**config.mk**
```make
export PLATFORM = sky130hd
export DESIGN_NAME = seq_sat_adder
export DESIGN_NICKNAME = d
export VERILOG_FILES = /design/src/rtl/seq_sat_adder_pkg.sv /design/src/rtl/full_adder_1bit.sv /design/src/rtl/seq_sat_adder_cla_slice.sv /design/src/rtl/seq_sat_adder.sv
export SDC_FILE = /design/constraint.sdc
export NUM_CORES = 1
export LEC_CHECK = 0
export ABC_AREA = 1
export BUFFER_PORTS_ARGS = -buffer_cell sky130_fd_sc_hd__clkbuf_2
export CAP_MARGIN = 20
export CELL_PAD_IN_SITES_DETAIL_PLACEMENT = 0
export CELL_PAD_IN_SITES_GLOBAL_PLACEMENT = 2
export CORE_ASPECT_RATIO = 0.6
export CORE_MARGIN = 2
export CORE_UTILIZATION = 32
export CTS_CLUSTER_SIZE = 12
export DETAILED_ROUTE_END_ITERATION = 6
export PLACE_DENSITY_LB_ADDON = 0.1
export SLEW_MARGIN = 15
export SYNTH_ARGS = -nofsm -noshare
export SYNTH_HDL_FRONTEND = slang
export SYNTH_SLANG_ARGS = --single-unit
```
**constraint.sdc**
```tcl
create_clock -name clk -period 3.5 [get_ports clk]
set_input_delay 0.7 -clock clk [delete_from_list [all_inputs] [get_ports clk]]
set_output_delay 0.7 -clock clk [all_outputs]
set_load 0.02 [all_outputs]
```
**src/rtl/seq_sat_adder_pkg.sv**
```systemverilog
// Shared definitions for the sequential saturating adder: FSM state
// encoding, default geometry and the saturation limits for that geometry.
package seq_sat_adder_pkg;

  localparam int WIDTH_DEF = 16;
  localparam int SLICE_DEF = 4;

  typedef enum logic [1:0] {
    IDLE = 2'b00,
    RUN  = 2'b01,
    DONE = 2'b10
  } state_t;

  // Signed limits at the default width.
  localparam logic [WIDTH_DEF-1:0] SAT_POS = {1'b0, {(WIDTH_DEF-1){1'b1}}};
  localparam logic [WIDTH_DEF-1:0] SAT_NEG = {1'b1, {(WIDTH_DEF-1){1'b0}}};

endpackage

```
**src/rtl/full_adder_1bit.sv**
```systemverilog
// 1-bit full adder that also exports propagate/generate so that a
// lookahead network can form the carries instead of rippling them.
module full_adder_1bit (
  input  logic a,
  input  logic b,
  input  logic cin,
  output logic sum,
  output logic p,
  output logic g
);

  assign p   = a ^ b;
  assign g   = a & b;
  assign sum = p ^ cin;

endmodule

```
**src/rtl/seq_sat_adder_cla_slice.sv**
```systemverilog
// SLICE-bit carry-lookahead slice. Every carry is built directly from the
// P/G terms and cin, so no carry depends on a lower carry signal.
module cla_slice #(
  parameter int SLICE = 4
) (
  input  logic [SLICE-1:0] a,
  input  logic [SLICE-1:0] b,
  input  logic             cin,
  output logic [SLICE-1:0] sum,
  output logic             cout
);

  logic [SLICE-1:0] w_p;
  logic [SLICE-1:0] w_g;
  logic [SLICE:0]   w_c;

  generate
    for (genvar gi = 0; gi < SLICE; gi++) begin : g_fa
      full_adder_1bit u_fa (
        .a   (a[gi]),
        .b   (b[gi]),
        .cin (w_c[gi]),
        .sum (sum[gi]),
        .p   (w_p[gi]),
        .g   (w_g[gi])
      );
    end
  endgenerate

  // Expanded lookahead: c[i+1] = g[i] | p[i]g[i-1] | ... | p[i..0]cin
  always_comb begin
    logic v_prod;
    w_c    = '0;
    v_prod = 1'b0;
    w_c[0] = cin;
    for (int i = 0; i < SLICE; i++) begin
      w_c[i+1] = w_g[i];
      v_prod   = w_p[i];
      for (int j = i - 1; j >= 0; j--) begin
        w_c[i+1] = w_c[i+1] | (v_prod & w_g[j]);
        v_prod   = v_prod & w_p[j];
      end
      w_c[i+1] = w_c[i+1] | (v_prod & cin);
    end
  end

  assign cout = w_c[SLICE];

endmodule

```
**src/rtl/seq_sat_adder.sv**
```systemverilog
// Multi-cycle signed saturating adder/subtractor. One lookahead slice is
// evaluated per clock, LSB slice first; result and Z/V/N flags are
// registered on the last slice and held until the next completion.
module seq_sat_adder
  import seq_sat_adder_pkg::*;
#(
  parameter int WIDTH = WIDTH_DEF,
  parameter int SLICE = SLICE_DEF
) (
  input  logic             clk,
  input  logic             rst,
  input  logic             start,
  input  logic             sub,
  input  logic [WIDTH-1:0] a,
  input  logic [WIDTH-1:0] b,
  output logic             busy,
  output logic             done,
  output logic [WIDTH-1:0] result,
  output logic             zero,
  output logic             ovfl,
  output logic             neg
);

  localparam int NSLICE = WIDTH / SLICE;
  localparam int CNT_W  = (NSLICE > 1) ? $clog2(NSLICE) : 1;
  localparam logic [CNT_W-1:0] LAST_CNT = CNT_W'(NSLICE - 1);
  localparam logic [WIDTH-1:0] L_SAT_POS = {1'b0, {(WIDTH-1){1'b1}}};
  localparam logic [WIDTH-1:0] L_SAT_NEG = {1'b1, {(WIDTH-1){1'b0}}};
  localparam int MSB = WIDTH - 1;

  state_t           r_state;
  state_t           w_state_next;
  logic             w_accept;
  logic             w_last;

  logic [WIDTH-1:0] r_a;
  logic [WIDTH-1:0] r_b;        // B already inverted for subtraction
  logic [WIDTH-1:0] r_sum;
  logic             r_carry;
  logic [CNT_W-1:0] r_cnt;
  logic [WIDTH-1:0] r_result;
  logic             r_zero;
  logic             r_ovfl;
  logic             r_neg;

  logic [SLICE-1:0] w_a_slice;
  logic [SLICE-1:0] w_b_slice;
  logic [SLICE-1:0] w_slice_sum;
  logic             w_slice_cout;
  logic [WIDTH-1:0] w_sum_next;
  logic             w_ovfl;
  logic [WIDTH-1:0] w_sat;

  assign w_last    = (r_cnt == LAST_CNT);
  assign w_a_slice = r_a[r_cnt*SLICE +: SLICE];
  assign w_b_slice = r_b[r_cnt*SLICE +: SLICE];

  cla_slice #(.SLICE(SLICE)) u_slice (
    .a    (w_a_slice),
    .b    (w_b_slice),
    .cin  (r_carry),
    .sum  (w_slice_sum),
    .cout (w_slice_cout)
  );

  // Partial sum with the current slice merged in; complete on the last slice.
  always_comb begin
    w_sum_next = r_sum;
    w_sum_next[r_cnt*SLICE +: SLICE] = w_slice_sum;
  end

  // Overflow when operands share a sign the raw sum does not; clamp toward A's sign.
  always_comb begin
    w_ovfl = (r_a[MSB] == r_b[MSB]) && (w_sum_next[MSB] != r_a[MSB]);
    w_sat  = w_sum_next;
    if (w_ovfl) begin
      w_sat = r_a[MSB] ? L_SAT_NEG : L_SAT_POS;
    end
  end

  // State register.
  always_ff @(posedge clk) begin
    if (rst) begin
      r_state <= IDLE;
    end else begin
      r_state <= w_state_next;
    end
  end

  // Next-state logic; start is honoured only in IDLE or DONE.
  always_comb begin
    w_state_next = r_state;
    w_accept     = 1'b0;
    case (r_state)
      IDLE: begin
        if (start) begin
          w_state_next = RUN;
          w_accept     = 1'b1;
        end
      end
      RUN: begin
        if (w_last) begin
          w_state_next = DONE;
        end
      end
      DONE: begin
        if (start) begin
          w_state_next = RUN;
          w_accept     = 1'b1;
        end else begin
          w_state_next = IDLE;
        end
      end
      default: w_state_next = IDLE;
    endcase
  end

  // Operand latch, slice-by-slice accumulation and result/flag capture.
  always_ff @(posedge clk) begin
    if (rst) begin
      r_a      <= '0;
      r_b      <= '0;
      r_sum    <= '0;
      r_carry  <= 1'b0;
      r_cnt    <= '0;
      r_result <= '0;
      r_zero   <= 1'b0;
      r_ovfl   <= 1'b0;
      r_neg    <= 1'b0;
    end else if (w_accept) begin
      r_a     <= a;
      r_b     <= b ^ {WIDTH{sub}};
      r_carry <= sub;
      r_sum   <= '0;
      r_cnt   <= '0;
    end else if (r_state == RUN) begin
      r_sum   <= w_sum_next;
      r_carry <= w_slice_cout;
      r_cnt   <= r_cnt + CNT_W'(1);
      if (w_last) begin
        r_result <= w_sat;
        r_zero   <= (w_sat == '0);
        r_ovfl   <= w_ovfl;
        r_neg    <= w_sat[MSB];
      end
    end
  end

  assign busy   = (r_state == RUN);
  assign done   = (r_state == DONE);
  assign result = r_result;
  assign zero   = r_zero;
  assign ovfl   = r_ovfl;
  assign neg    = r_neg;

endmodule

```
Word-level counts from Yosys, hierarchy flattened
Cells that the tools add are included.
Widths: inputs -> output; s select.
{ "word_totals": {"register_bits": 72, "out_inout_bits": 21, "wordCells": 82} }
{ "op_classes": {"add_sub_neg": 2, "n_eq_ne": 7, "n_shift": 4, "muxes": 11, "bitwise_logic": 40, "reduce_logical": 8} }
{ "ops": {"columns": ["cell", "count"], "rows": [
  ["$neg 4->34", 1],
  ["$shift 4x34->16 const A", 1],
  ["$shiftx 4x34->16", 1],
  ["$mux 16", 2],
  ["$shiftx 16x5->4", 2],
  ["$and 1x1->1", 20],
  ["$bwmux 16", 1],
  ["$logic_not 16->1", 1],
  ["$xor 16x16->16", 1],
  ["$or 1x1->1", 10],
  ["$xor 1x1->1", 8],
  ["$pmux 2 s3", 1],
  ["$mux 1", 5],
  ["$eq 2x2->1 const B", 2],
  ["$mux 2", 2],
  ["$reduce_or 2->1", 2],
  ["$reduce_and 3->1", 1],
  ["$add 2x1->2 const B", 1],
  ["$eq 2x1->1 const B", 1],
  ["$logic_not 2->1", 1],
  ["$ne 2x1->1 const B", 1],
  ["$ne 2x2->1 const B", 1],
  ["$reduce_and 2->1", 1],
  ["$reduce_bool 2->1", 1],
  ["4 further kinds", 4]
]} }

Longest topological paths before layout
{ "depth": {"depth_word": 13, "mapped_depth": 22, "depth_no_buf": 20} }

By module
Synthesis repeated with hierarchy kept, for this count alone.
{ "unflattened": {"hier_cells": 510, "area_unflattened_um2": 3544.6} }
{ "modules_own_cells": {"columns": ["mod", "n_inst", "cells_each", "area_per_inst_um2", "seq_area_each_um2"], "rows": [
  ["seq_sat_adder", 1, 466, 3340.7, 1421.4],
  ["full_adder_1bit", 4, 6, 31.3, 0.0],
  ["cla_slice", 1, 20, 78.8, 0.0]
]} }

Worst setup path before layout
Ideal clock, no wire load.
{ "synth_timing": {"path_type": "register to register", "start": "reg r_cnt[0]", "end": "reg r_result[10], in the netlist result[10]", "setup_ps": 119, "arrival_ps": 2764, "required_ps": 3381, "setup_slack_ps": 617, "stages_incl_launch_ff": 17, "period_less_slack_ps": 2883, "path_cell_list": "dfxtp_1 -> inv_1 -> clkbuf_1 -> clkbuf_1 -> o21ai_0 -> o22ai_1 -> ha_1 -> or2_0 -> nand2_1 -> nand3_1 -> nand2_4 -> nand4_4 -> nand2_2 -> nand2_2 -> a31oi_2 -> buf_4 -> a21oi_1"} }
{ "synth_via": {"elab_chain_len": 12, "word_cells_on_any_way": 37, "cone_classes": "add/sub: 1; eq/ne: 2; shift: 4; mux: 2; bitwise: 26; reduce/logical: 2"} }
{ "synth_rtl": {"columns": ["element", "line_no", "text"], "rows": [
  ["from (decl)", "seq_sat_adder.sv:40", "logic [CNT_W-1:0] r_cnt;"],
  ["from (signal assigned)", "seq_sat_adder.sv:139", "r_cnt <= r_cnt + CNT_W'(1);"],
  ["$shiftx 16x5->4 (on tied branches)", "seq_sat_adder.sv:55, seq_sat_adder.sv:56", null],
  ["$xor 1x1->1 / $and 1x1->1 (equally long branches)", "full_adder_1bit.sv:12, full_adder_1bit.sv:13", null],
  ["$and 1x1->1 (on tied branches)", "seq_sat_adder_cla_slice.sv:40, seq_sat_adder_cla_slice.sv:41", null],
  ["$or 1x1->1, or another cell as far along", "seq_sat_adder_cla_slice.sv:40", "w_c[i+1] = w_c[i+1] | (v_prod & w_g[j]);"],
  ["$or 1x1->1 / $and 1x1->1 (equally long branches)", "seq_sat_adder_cla_slice.sv:40, seq_sat_adder_cla_slice.sv:43", null],
  ["$or 1x1->1", "seq_sat_adder_cla_slice.sv:43", "w_c[i+1] = w_c[i+1] | (v_prod & cin);"],
  ["$xor 1x1->1", "full_adder_1bit.sv:14", "assign sum = p ^ cin;"],
  ["$shiftx 4x34->16", "seq_sat_adder.sv:69", "w_sum_next[r_cnt*SLICE +: SLICE] = w_slice_sum;"],
  ["$bwmux 16", "seq_sat_adder.sv:69", null],
  ["$ne 1x1->1", "seq_sat_adder.sv:74", "w_ovfl = (r_a[MSB] == r_b[MSB]) && (w_sum_next[MSB] != r_a[MSB]);"],
  ["$logic_and 1x1->1", "seq_sat_adder.sv:74", null],
  ["$mux 16", "seq_sat_adder.sv:76", "if (w_ovfl) begin"],
  ["to (signal assigned)", "seq_sat_adder.sv:141", "r_result <= w_sat;"],
  ["to (decl)", "seq_sat_adder.sv:41", "logic [WIDTH-1:0] r_result;"]
]} }
Parallel ways exist; a longest one is shown, timed or not.
A chain may end at the register's enable or synchronous reset.

Worst setup path after layout
{ "layout_timing": {"start": "reg r_cnt[0]", "end": "reg r_zero, in the netlist zero"} }
{ "layout_via": {"elab_chain_len": 13, "word_cells_on_any_way": 38, "cone_classes": "add/sub: 1; eq/ne: 2; shift: 4; mux: 2; bitwise: 26; reduce/logical: 3"} }
{ "layout_rtl": {"columns": ["element", "line_no", "text"], "rows": [
  ["$shiftx 16x5->4 (on tied branches)", "seq_sat_adder.sv:55, seq_sat_adder.sv:56", null],
  ["$xor 1x1->1 / $and 1x1->1 (equally long branches)", "full_adder_1bit.sv:12, full_adder_1bit.sv:13", null],
  ["$and 1x1->1 (on tied branches)", "seq_sat_adder_cla_slice.sv:40, seq_sat_adder_cla_slice.sv:41", null],
  ["$or 1x1->1, or another cell as far along", "seq_sat_adder_cla_slice.sv:40", null],
  ["$or 1x1->1 / $and 1x1->1 (equally long branches)", "seq_sat_adder_cla_slice.sv:40, seq_sat_adder_cla_slice.sv:43", null],
  ["$or 1x1->1", "seq_sat_adder_cla_slice.sv:43", null],
  ["$xor 1x1->1", "full_adder_1bit.sv:14", null],
  ["$shiftx 4x34->16", "seq_sat_adder.sv:69", null],
  ["$bwmux 16", "seq_sat_adder.sv:69", null],
  ["$ne 1x1->1", "seq_sat_adder.sv:74", null],
  ["$logic_and 1x1->1", "seq_sat_adder.sv:74", null],
  ["$mux 16", "seq_sat_adder.sv:76", null],
  ["$logic_not 16->1", "seq_sat_adder.sv:142", "r_zero <= (w_sat == '0);"],
  ["to (signal assigned)", "seq_sat_adder.sv:142", null],
  ["to (decl)", "seq_sat_adder.sv:42", "logic r_zero;"]
]} }
Parallel ways exist; a longest one is shown, timed or not.

==> summary.log <==
[run_status] outcome completed
[flow_run] count of max-cap constraint violations 0
[cts] Clock Pin Slew Worst Setup and Hold Paths 0.06 ns
[grt] wire length of the first global-routing pass 16900 µm
[sta] Least-Margin Pin Slew 0.714 ns
[logic_synthesis] leading register cell type out of synthesis dfxtp_1
[die] Initial Utilization 0.330
[sta] max-slew violation total from the final report 0
[detailed_routing] total routed wirelength 10100 µm
[finish] FF+latch area 1420 µm²
[cts] post-cts repair resize count 0
[detailed_routing] residual DRC count 0
[cts] clock tree from TritonCTS yes
[sta] final setup violation count 0
[die] x dimension of the die 139 µm
[finish] Layout Cells excl Fill 672
[sta] post-route setup TNS 0 ns
[pwr] internal power 1.63 mW
[die] Top Ports 57
[critical_path] type of element launching the critical path flop
[logic_synthesis] proportion of synthesized chip area in sequential cells 0.406
[logic_synthesis] adder and majority gate portion of the synthesized area 0.0415
[placement] Buffers on Ports 56
[pwr] P_sw 648 µW
[critical_path] Data arrival, critical path 3.32 ns
[pwr] power per standard cell area 536 nW/µm²
[cts] clock root buffer clkbuf_16
[min_path] worst min-delay path category flop to flop
[pwr] fraction of power spent switching nets 0.285
[cts] number of hold buffers added after CTS 0
[cts] CTS Buf Count 9
[detailed_routing] final routed wire length divided by cell count 15.0 µm
[die] FP Rows 29
[sta] min Tclk post-route 3.09 ns
[cts] level count of the clock H-tree 3
[pwr] Max VDD drop 0.259 mV
[pwr] fraction of power consumed by the clock network 0.428
[detailed_routing] number of vias after detailed routing 3238
[sta] setup repair after global routing missed its margin false
[detailed_routing] post-route antenna net violation count 0
[placement] instance count after placement with tap cells included 657
[logic_synthesis] simple-gate area share of the yosys netlist 0.157
[finish] Multi-input gate area 1730 µm²
[die] vertical die dimension 85.0 µm
[grt] vias in the first global route 3165
[cts] postcts setup bufs 0
[logic_synthesis] Avg Inst Size Synth 7.33 µm²
[logic_synthesis] combinational family with the most area after synthesis compound AO/OA/AOI/OAI gates
[logic_synthesis] share of async-settable or async-resettable flops after synthesis 0
[placement] placed wire-length estimate 7470 µm
[cts] insertion delay to the later sink of the worst-skew pair 0.34 ns
[grt] pin count of the biggest net entering global routing 50
[critical_path] endpoint class of the critical path flop
[cts] clock sink count 71
[logic_synthesis] number of warnings reported in the yosys synthesis log 0
[pwr] sequential cell fraction of total power 0.388
[critical_path] critical path class flop to flop
[logic_synthesis] total nets after synthesis 524
[finish] final net count 576
[logic_synthesis] number of unique standard cell types used by synthesis 33
[sta] final clock period utilization by the worst path 0.882
[critical_path] CP required 3.73 ns
[grt] overflow left after global routing 0
[sta] setup skew after layout 0.00616 ns
[logic_synthesis] Yosys reg bits 71
[logic_synthesis] fraction of synthesized area in multiplexers 0
[logic_synthesis] number of flops mapped to enable cells by yosys 0
[detailed_routing] first-pass iteration count of the detailed router 4
[grt] number of antenna violations at the first check in global routing 0
[grt] global routing usage summed across all routing layers 0.183
[logic_synthesis] cell count after synthesis 477
[finish] area growth from synthesis to layout 21.2%
[die] standard cell core area 10600 µm²
[detailed_routing] via-per-instance ratio 4.82
[pwr] Static Leakage 1.91 nW
[placement] placer's final routability congestion estimate 0.904
[finish] antenna diode instance count 0
[logic_synthesis] post-synthesis compound-gate area fraction 0.254
[die] floorplan die area 11800 µm²
[logic_synthesis] cell area after synthesis 3500 µm²
[sta] max frequency 0.324 GHz
[pwr] part of the total power dissipated in combinational logic 0.185
[cts] Longest Clk Path Bufs 2
[detailed_routing] number of violations reported at the end of detailed-routing iteration 0 282
[sta] Final Hold Vio Count 0
[sta] Rel. slew slack 0.519
[logic_synthesis] Post-Synth XOR/XNOR Area 0.0426
[critical_path] CP max FO 23
[finish] fill cell total of the finished layout 1141
[finish] fraction of final layout cells sized beyond drive strength 1 0.191
cell usage in the layout, fill, tap and decap left out, types with 2 or more instances in the layout:
master      Yosys  layout
o21ai_0        89      89
dfxtp_1        71      71
nor2_1         56      56
clkbuf_2        0      56
inv_1          56      55
a21oi_1        54      54
nand2_1        48      48
xnor2_1        16      16
buf_4           2      14
o22ai_1        12      12
ha_1           10      10
clkbuf_16       0       9
nand3_1         6       6
nand4_1         5       5
o21ai_2         4       4
nand2_2         3       3
clkinvlp_4      0       2
a32oi_1         2       2
nand2_4         2       2
bufinv_16       0       2
clkinv_2        0       2
Yosys cell counts, types with 2 or more instances:
library cell	instances	area share
xnor2_1	16	0.040
nor2_1	56	0.060
ha_1	10	0.036
dfxtp_1	71	0.41
o21ai_0	89	0.13
nand2_2	3	0.0054
a32oi_1	2	0.0050
o21ai_2	4	0.010
nand2_1	48	0.052
buf_4	2	0.0043
o22ai_1	12	0.021
clkbuf_1	23	0.025
nand2_4	2	0.0064
nand4_1	5	0.0089
inv_1	56	0.060
a21oi_1	54	0.077
nand3_1	6	0.0086
buf_2	2	0.0029
buf_6	2	0.0064
critical path, cell delays in order, from the launching register on:
cell	delay, ns
dfxtp_1	0.31
inv_1	0.41
o21ai_0	0.14
o21ai_0	0.34
ha_1	0.34
or2_0	0.24
nand2_1	0.09
nand3_1	0.11
nand2_4	0.12
nand4_4	0.09
nand2_2	0.10
nand2_2	0.08
nand2_4	0.21
nand2_1	0.12
nand3_1	0.11
nor2_1	0.04
nand2_1	0.07
a21oi_2	0.05
kinds of logic (layout without fill, tap and decap cells):
logic type / after synthesis / after routing
flip-flops: 71 / 71
adder cells (fa/ha/maj): 11 / 11
buffers and inverters: 86 / 142
AND/OR/NAND/NOR: 126 / 126
AO/OA/AOI/OAI: 166 / 166
XOR/XNOR: 17 / 17
final timing paths:
check | start | to | slack, ns | depth (start not counted)
setup / recovery | r_cnt[0] | zero | 0.41 | 17
hold reg to reg | r_a[8] | r_a[8] | 0.49 | 2
hold / removal | r_a[8] | r_a[8] | 0.49 | 2
setup reg to reg | r_cnt[0] | zero | 0.41 | 17
registers in the layout, summed over array words and instances (netlist names), 2 cells and up:
name,cells
r_a,16
r_b,16
r_sum,16
result,16
r_cnt,2
r_state,2
routing by layer:
layer | GRT usage | vias to the layer above | wire [µm]
met5 | 0 | - | 0
met1 | 0.294 | 1472 | 5690
met2 | 0.227 | 81 | 3510
met3 | 0.0688 | 7 | 843
met4 | 0.0303 | 0 | 58
li1 | - | 1678 | -
final cells by class:
cell class,count,area share
flip-flops and latches,71,0.335
well taps,139,0.0410
inverters,57,0.0514
clock inverters,6,0.0204
repair buffers,70,0.0909
multi-input cells,320,0.408
clock buffers,9,0.0531
metrics by stage:
step | cell area, µm² | setup WS [ns] | util | total power, mW | hold slack (ns)
4_1_cts | 4240 | 0.370 | 0.400 | 2.29 | 0.488
5_1_grt | 4240 | 0.00357 | 0.400 | 2.40 | 0.521
3_3_place_gp | 3920 | 0.449 | 0.370 | 1.32 | 0.478
3_5_place_dp | 3920 | 0.387 | 0.370 | 1.31 | 0.473
2_1_floorplan | 3500 | 0.617 | - | 1.18 | 0.450
6_report | 4240 | 0.415 | 0.400 | 2.27 | 0.486
power by group through the flow:
stage	clock network (mW)	logic [mW]	registers [mW]
finish	0.972	0.420	0.882
floorplan	0	0.284	0.892
detailed placement	0	0.415	0.899
global placement	0	0.415	0.900
CTS	0.992	0.417	0.882
global route	1.03	0.482	0.887
Note: power is estimated with default switching activity, not from simulation.
